===== src/rtl/seg_p2s_shifter_if.sv =====
//==============================================================================
// Module   : seg_p2s_shifter_if
// Brief    : Control and serial-output bundle of the segment parallel-to-serial
//            shifter.
// Revision : 1.0
//==============================================================================
`default_nettype none

interface seg_p2s_shifter_if #(
    parameter int DATA_BITS = 64
);
    logic                 start;
    logic                 auto;
    logic [DATA_BITS-1:0] P_Data;
    logic                 s_clk;
    logic                 sout;
    logic                 s_clrn;
    logic                 EN;
    logic                 busy;
    logic                 done;

    modport master (
        output start, auto, P_Data,
        input  s_clk, sout, s_clrn, EN, busy, done
    );

    modport slave (
        input  start, auto, P_Data,
        output s_clk, sout, s_clrn, EN, busy, done
    );
endinterface

`default_nettype wire


===== src/rtl/seg_p2s_shifter.sv =====
//==============================================================================
// Module   : seg_p2s_shifter
// Brief    : Shifts a captured segment image MSB-first into an external shift
//            register chain, generating serial clock, latch enable and clear.
// Revision : 1.0
//==============================================================================
`default_nettype none

module seg_p2s_shifter #(
    parameter int DATA_BITS = 64,
    parameter int HALF      = 2
) (
    input  wire logic           clk,
    input  wire logic           rst_n,
    seg_p2s_shifter_if.slave    bus
);

    localparam int c_BIT_W = $clog2(DATA_BITS);
    localparam int c_PH_W  = $clog2(HALF) + 1;
    localparam logic [c_BIT_W-1:0] c_BIT_LAST = c_BIT_W'(DATA_BITS - 1);
    localparam logic [c_BIT_W-1:0] c_BIT_ONE  = c_BIT_W'(1);
    localparam logic [c_PH_W-1:0]  c_PH_LAST  = c_PH_W'(HALF - 1);
    localparam logic [c_PH_W-1:0]  c_PH_ONE   = c_PH_W'(1);

    typedef enum logic [1:0] {
        ST_IDLE  = 2'd0,
        ST_LOW   = 2'd1,
        ST_HIGH  = 2'd2,
        ST_LATCH = 2'd3
    } state_t;

    state_t               r_state,  w_state_nxt;
    logic [DATA_BITS-1:0] r_shreg,  w_shreg_nxt;
    logic [c_BIT_W-1:0]   r_bit,    w_bit_nxt;
    logic [c_PH_W-1:0]    r_phase,  w_phase_nxt;
    logic                 r_s_clk,  w_s_clk_nxt;
    logic                 r_sout,   w_sout_nxt;
    logic                 r_en,     w_en_nxt;
    logic                 r_busy,   w_busy_nxt;
    logic                 r_done,   w_done_nxt;
    logic                 r_s_clrn;
    logic                 w_phase_end;

    assign w_phase_end = (r_phase == c_PH_LAST);

    always_ff @(posedge clk or negedge rst_n) begin
        if (!rst_n) begin
            r_state  <= ST_IDLE;
            r_shreg  <= '0;
            r_bit    <= '0;
            r_phase  <= '0;
            r_s_clk  <= 1'b1;
            r_sout   <= 1'b0;
            r_en     <= 1'b0;
            r_busy   <= 1'b0;
            r_done   <= 1'b0;
            r_s_clrn <= 1'b0;
        end else begin
            r_state  <= w_state_nxt;
            r_shreg  <= w_shreg_nxt;
            r_bit    <= w_bit_nxt;
            r_phase  <= w_phase_nxt;
            r_s_clk  <= w_s_clk_nxt;
            r_sout   <= w_sout_nxt;
            r_en     <= w_en_nxt;
            r_busy   <= w_busy_nxt;
            r_done   <= w_done_nxt;
            r_s_clrn <= 1'b1;
        end
    end

    always_comb begin
        w_state_nxt = r_state;
        w_shreg_nxt = r_shreg;
        w_bit_nxt   = r_bit;
        w_phase_nxt = r_phase;
        w_s_clk_nxt = r_s_clk;
        w_sout_nxt  = r_sout;
        w_en_nxt    = r_en;
        w_busy_nxt  = r_busy;
        w_done_nxt  = 1'b0;

        case (r_state)
            ST_IDLE: begin
                w_s_clk_nxt = 1'b1;
                w_en_nxt    = 1'b0;
                w_busy_nxt  = 1'b0;
                if (bus.start || bus.auto) begin
                    w_shreg_nxt = bus.P_Data;
                    w_bit_nxt   = '0;
                    w_phase_nxt = '0;
                    w_sout_nxt  = bus.P_Data[DATA_BITS-1];
                    w_s_clk_nxt = 1'b0;
                    w_busy_nxt  = 1'b1;
                    w_state_nxt = ST_LOW;
                end
            end
            ST_LOW: begin
                if (w_phase_end) begin
                    w_phase_nxt = '0;
                    w_s_clk_nxt = 1'b1;
                    w_state_nxt = ST_HIGH;
                end else begin
                    w_phase_nxt = r_phase + c_PH_ONE;
                end
            end
            ST_HIGH: begin
                if (w_phase_end) begin
                    w_phase_nxt = '0;
                    if (r_bit != c_BIT_LAST) begin
                        // sout changes on the falling edge so it is stable around the next rise
                        w_shreg_nxt = r_shreg << 1;
                        w_sout_nxt  = r_shreg[DATA_BITS-2];
                        w_s_clk_nxt = 1'b0;
                        w_bit_nxt   = r_bit + c_BIT_ONE;
                        w_state_nxt = ST_LOW;
                    end else begin
                        w_en_nxt    = 1'b1;
                        w_state_nxt = ST_LATCH;
                    end
                end else begin
                    w_phase_nxt = r_phase + c_PH_ONE;
                end
            end
            ST_LATCH: begin
                if (w_phase_end) begin
                    w_phase_nxt = '0;
                    w_en_nxt    = 1'b0;
                    w_busy_nxt  = 1'b0;
                    w_done_nxt  = 1'b1;
                    w_state_nxt = ST_IDLE;
                end else begin
                    w_phase_nxt = r_phase + c_PH_ONE;
                end
            end
            default: begin
                w_state_nxt = ST_IDLE;
            end
        endcase
    end

    assign bus.s_clk  = r_s_clk;
    assign bus.sout   = r_sout;
    assign bus.s_clrn = r_s_clrn;
    assign bus.EN     = r_en;
    assign bus.busy   = r_busy;
    assign bus.done   = r_done;

endmodule

`default_nettype wire


===== src/flat_wrapper.sv =====
// flat-port wrapper written by rule: the top's interface ports become plain ports
module seg_p2s_shifter_flat 
#(
    parameter int DATA_BITS = 64,
    parameter int HALF      = 2
)
  (clk, rst_n, bus_start, bus_auto, bus_P_Data, bus_s_clk, bus_sout, bus_s_clrn, bus_EN, bus_busy, bus_done);
  seg_p2s_shifter_if #(.DATA_BITS(DATA_BITS)) bus_i ();
  input  wire logic clk;
  input  wire logic rst_n;
  input wire logic [$bits(bus_i.start)-1:0] bus_start;
  input wire logic [$bits(bus_i.auto)-1:0] bus_auto;
  input wire logic [$bits(bus_i.P_Data)-1:0] bus_P_Data;
  output wire logic [$bits(bus_i.s_clk)-1:0] bus_s_clk;
  output wire logic [$bits(bus_i.sout)-1:0] bus_sout;
  output wire logic [$bits(bus_i.s_clrn)-1:0] bus_s_clrn;
  output wire logic [$bits(bus_i.EN)-1:0] bus_EN;
  output wire logic [$bits(bus_i.busy)-1:0] bus_busy;
  output wire logic [$bits(bus_i.done)-1:0] bus_done;
  assign bus_i.start = bus_start;
  assign bus_i.auto = bus_auto;
  assign bus_i.P_Data = bus_P_Data;
  assign bus_s_clk = bus_i.s_clk;
  assign bus_sout = bus_i.sout;
  assign bus_s_clrn = bus_i.s_clrn;
  assign bus_EN = bus_i.EN;
  assign bus_busy = bus_i.busy;
  assign bus_done = bus_i.done;
  seg_p2s_shifter #(.DATA_BITS(DATA_BITS), .HALF(HALF)) u_core (.clk(clk), .rst_n(rst_n), .bus(bus_i));
endmodule

===== config.mk =====
export PLATFORM = sky130hd
export DESIGN_NAME = seg_p2s_shifter_flat
export DESIGN_NICKNAME = d
export VERILOG_FILES = /design/src/rtl/seg_p2s_shifter_if.sv /design/src/rtl/seg_p2s_shifter.sv /design/src/flat_wrapper.sv
export SDC_FILE = /design/constraint.sdc
export NUM_CORES = 1
export LEC_CHECK = 0
export CORE_MARGIN = 2
export CORE_UTILIZATION = 40
export CTS_BUF_LIST = sky130_fd_sc_hd__clkbuf_4
export DETAILED_ROUTE_END_ITERATION = 10
export PLACE_DENSITY_LB_ADDON = 0.2
export SETUP_SLACK_MARGIN = 0.02
export SKIP_LAST_GASP = 1
export SYNTH_ARGS = -nofsm -noshare
export SYNTH_HDL_FRONTEND = slang
export SYNTH_SLANG_ARGS = --single-unit

===== constraint.sdc =====
create_clock -name clk -period 2.6 [get_ports clk]
set_input_delay 0.26 -clock clk [delete_from_list [all_inputs] [get_ports clk]]
set_output_delay 0.26 -clock clk [all_outputs]
set_load 0.03 [all_outputs]

; ---- Word-level counts from Yosys, hierarchy flattened
; Cells that the tools add are included.
[totals]
ff_bits = 79
output_inout_bits = 6
input_bits = 68
[op_classes]
reduce_logical = 12
addsub = 2
n_eq_ne = 11
n_mux = 34
[op_table]
columns = operator, count
row1 = $mux W63, 3
row2 = $pmux W63 S2, 1
row3 = $mux W6, 3
row4 = $reduce_and A4 Y1, 4
row5 = $mux W2, 7
row6 = $mux W1, 13
row7 = $pmux W6 S2, 1
row8 = $ne A2 B1 Y1 const B, 5
row9 = $pmux W2 S4, 1
row10 = $add A6 B1 Y6 const B, 1
row11 = $ne A6 B6 Y1 const B, 1
row12 = $pmux W1 S3, 2
row13 = $reduce_bool A3 Y1, 2
row14 = $eq A2 B1 Y1 const B, 2
row15 = $eq A2 B2 Y1 const B, 2
row16 = $pmux W1 S2, 2
row17 = $pmux W2 S2, 1
row18 = $reduce_bool A2 Y1, 2
row19 = $reduce_or A3 Y1, 1
row20 = $add A2 B1 Y2 const B, 1
row21 = $logic_not A2 Y1, 1
row22 = $ne A2 B2 Y1 const B, 1
row23 = $reduce_and A2 Y1, 1
row24 = $logic_or A1 B1 Y1, 1

; ---- Logic depth before layout (Yosys ltp)
[depth]
depth_word = 4
depth_mapped = 10

; ---- Worst setup path before layout
; No wires, ideal clock.
[synth_path]
path_kind = reg2reg
startpoint = register u_core.r_state[0]
endpoint = register u_core.r_bit[0]
path_stages_with_launch = 11
setup_time_ns = 0.126
arrival_ns = 1.741
slack_ns = 0.734
synth_period_minus_slack_ns = 1.866
cell_sequence = dfrtp_1 > inv_1 > ha_1 > or3b_1 > buf_2 > nand2_4 > or2_1 > buf_6 > buf_12 > buf_12 > o21ai_2
[synth_via]
elab_chain_cells = 3
[synth_rtl]
columns = item, line
row1 = start: declaration, seg_p2s_shifter.sv:32  ; state_t r_state, w_state_nxt;
row2 = start signal: assignment, seg_p2s_shifter.sv:59  ; r_state <= w_state_nxt;
row3 = $eq A2 B2 Y1 / $logic_not A2 Y1 (equally long branches), seg_p2s_shifter.sv:83  ; case (r_state)
row4 = $ne A2 B1 Y1 (no line) / $reduce_bool A2 Y1 (equally long branches), n/a
row5 = $reduce_and A4 Y1 (no line), n/a
row6 = end signal: assignment, seg_p2s_shifter.sv:61  ; r_bit <= w_bit_nxt;
row7 = end: declaration, seg_p2s_shifter.sv:34  ; logic [c_BIT_W-1:0] r_bit, w_bit_nxt;
; Parallel ways exist; a longest one is shown, timed or not.
; A chain may end at the register's enable or synchronous reset.

; ---- Final worst setup path
[layout_path]
startpoint = register u_core.r_state[0]
endpoint = register u_core.r_shreg[43]
[layout_via]
elab_chain_cells = 3
[layout_rtl]
columns = item, line
row1 = $eq A2 B2 Y1 / $logic_not A2 Y1 (equally long branches), seg_p2s_shifter.sv:83
row2 = $ne A2 B1 Y1 (no line) / $reduce_bool A2 Y1 (equally long branches), n/a
row3 = $reduce_and A4 Y1 (no line), n/a
row4 = end signal: assignment, seg_p2s_shifter.sv:60  ; r_shreg <= w_shreg_nxt;
row5 = end: declaration, seg_p2s_shifter.sv:33  ; logic [DATA_BITS-1:0] r_shreg, w_shreg_nxt;
; Parallel ways exist; a longest one is shown, timed or not.

==> out/qor.txt <==
M2 GR Usage -> 0.257
Cells after Synth -> 372
HP Class -> in2async
Worst slew margin -> 0.336
crit share post-route -> 0.871
# hold bufs at CTS -> 0
busiest grt layer -> met2
area grow syn2layout -> 23.7%
Core Region -> 0.00977 mm^2
status -> finished with violations
H-tree depth -> 3
# port buffers -> 73
Bufs on Longest Clock Path -> 2
setup violators final -> 0
# Post-CTS Setup Buffers -> 0
antenna violations before repair -> 0
area share of the largest cell type after synthesis -> 0.485
max_cap viols -> 0
Sink Count -> 79
min setup slack post-route -> 0.334 ns
met1 Resource Use GR -> 0.242
global route overflow -> 0
dominant cells by area after synthesis -> dfrtp_1, mux2i_1, o21ai_0
cell taking the most area after synthesis -> dfrtp_1
mux share of post-synthesis cell area -> 0.162
clock period minus worst slack -> 2.27 ns
R2R Setup Slk -> 0.33 ns
DRT Pass-1 Iters -> 4
Fin Setup TNS -> 0 ns
Pleak -> 1.97 nW
CTS tree -> done
Multi-input gate area -> 0.00186 mm^2
Synth Area in Compound Gates -> 0.222
failing checks -> negative hold slack
Tot GR Track Use -> 0.170
PD cells -> 1110 mW/mm^2
final instance area -> 0.00498 mm^2
vias in the first global route -> 3013
die area -> 0.0109 mm^2
GP Congestion -> 0.751
CTS Buf Count -> 9
post-synthesis register bit count -> 79
clk root buf -> clkbuf_4
clk_lat worst skew -> 0.43 ns
Final Hold Viols -> 27
ys async rst share -> 1.00
Final ANT Viol Nets -> 0
sequential-to-total area share from yosys stat -> 0.492
Post-Syn Area -> 0.00402 mm^2
largest net degree at the start of global routing -> 80
Slew Limit Fails -> 0
crit path from -> u_core.r_state[0]
IO Pins -> 74
RSZ-0062 raised after global routing -> no
Die Width -> 104 um
WP data arrival -> 2.56 ns
ys flop type -> dfrtp_1
Final Util -> 0.509
Post-Route Skew -> 0.0208 ns
drt initial violations -> 157
adder-cell share of the synthesized area -> 0.0187
Max Freq -> 441 MHz
DR vias/cell -> 5.31
first-pass GRT wire length -> 15.1 mm
CP max FO -> 55
Post-Synth Simple-Gate Area -> 0.0516
Avg WL per Cell -> 15.6 um
total number of vias -> 3028
Post-Synth XOR/XNOR Area -> 0
Worst R2R Path Depth -> 7
yosys warns -> 0
number of synthesized flops with an enable pin -> 0
Worst Path Required -> 2.90 ns
Gates resized, CTS repair -> 0
chip height -> 104 um
most frequent cells in the layout -> o21ai_0, dfrtp_1, clkdlybuf4s50_1, mux2i_1, o21ai_2
worst r2r dst -> u_core.r_shreg[43]
Initial Util -> 0.412
Final Non-Filler Cells -> 570
met3 usage in global routing -> 0.0445
Register Area -> 0.00198 mm^2
largest family of logic cells by synthesized area -> compound AO/OA/AOI/OAI gates
maximum vdd drop -> 0.582 mV
Inst Count DP -> 554
most common cell after layout, fill and taps aside -> o21ai_0
syn_nets -> 446
Design Power -> 5.53 mW
Setup CP Type -> reg2reg
worst-margin pin slew -> 0.995 ns
dpl hpwl -> 5.56 mm
drt total wl -> 8.87 mm
Setup WS pre-CTS -> 0.386 ns
type of destination of the critical path -> flop
Filler cells -> 935
Worst Hold Slack -> -0.0415 ns
nets -> 506
dpl cell area -> 0.00481 mm^2
proportion of layout cells with a drive suffix above 1 -> 0.133
Ant. Diodes -> 0
CTS clk-pin slew, worst paths -> 0.14 ns
reg2reg start -> u_core.r_state[0]
Setup crit end -> u_core.r_shreg[43]
Residual DRC -> 0
FP Rows -> 36
Startpoint Class -> flop
syn avg cell area -> 10.8 um^2
synth unique cells -> 43
metal layers:
layer	up-vias	wire [um]
met5	-	0
met4	0	103
met3	9	433
met2	72	4100
met1	1478	4230
li1	1469	-
registers in the layout (all words and copies together), names as in the netlist:
name	flops
u_core.bus.s_clrn	1
u_core.r_phase	2
u_core.bus.EN	1
u_core.r_state	2
u_core.r_bit	6
u_core.bus.busy	1
u_core.bus.s_clk	1
u_core.r_shreg	63
u_core.bus.done	1
u_core.bus.sout	1
layout make-up:
type	instances	share of cell area
clock inverters	7	0.0196
well taps	133	0.0334
inverters	3	0.00226
flip-flops and latches	79	0.397
repair buffers	81	0.161
clock buffers	9	0.0136
multi-input cells	258	0.373
cells by family after synthesis:
kind of cell,Yosys count
AND/OR/NAND/NOR,35
AO/OA/AOI/OAI,151
buffers and inverters,35
adder cells (fa/ha/maj),6
multiplexers,65
flip-flops,79
other,1
synth_stat cells, types with 2 or more instances:
library cell and n:
or3b_2 2, mux2i_1 63, nand2b_1 2, o21ai_1 2
inv_1 3, and2_1 2, nor2_1 4, clkbuf_1 11
o211ai_1 3, nand3_1 9, o21ai_0 116, clkbuf_2 6
o31ai_1 2, o21ai_2 20, buf_12 3, ha_1 6
nand2_1 5, dfrtp_1 78, buf_2 9, mux2_2 2
buf_4 2
critical path, stage by stage (launching register included):
cell and delay, ns:
dfrtp_1 0.43, inv_1 0.19, ha_1 0.23, or3b_1 0.48
nand2_4 0.21, or2_2 0.18, buf_12 0.25, o21ai_0 0.15
where the power goes:
group | internal [mW] | switching [mW] | leakage, nW
clock network | 0.391 | 0.448 | 0.0821
logic | 1.08 | 1.54 | 0.900
registers | 1.80 | 0.276 | 0.984
how the worst min path moves through the flow:
stage | from | endpoint | slack (ns) | depth (start not counted)
3_5_place_dp | u_core.r_shreg[0] | u_core.r_shreg[0] | 0.47 | 1
3_3_place_gp | u_core.r_shreg[0] | u_core.r_shreg[0] | 0.46 | 1
4_1_cts | rst_n | u_core.bus.busy | 0.002 | 1
2_1_floorplan | rst_n | u_core.bus.EN | -0.04 | 0
6_report | rst_n | u_core.bus.done | -0.04 | 1
5_1_grt | rst_n | u_core.bus.done | 0.03 | 1
Note: power is estimated with default switching activity, not from simulation.
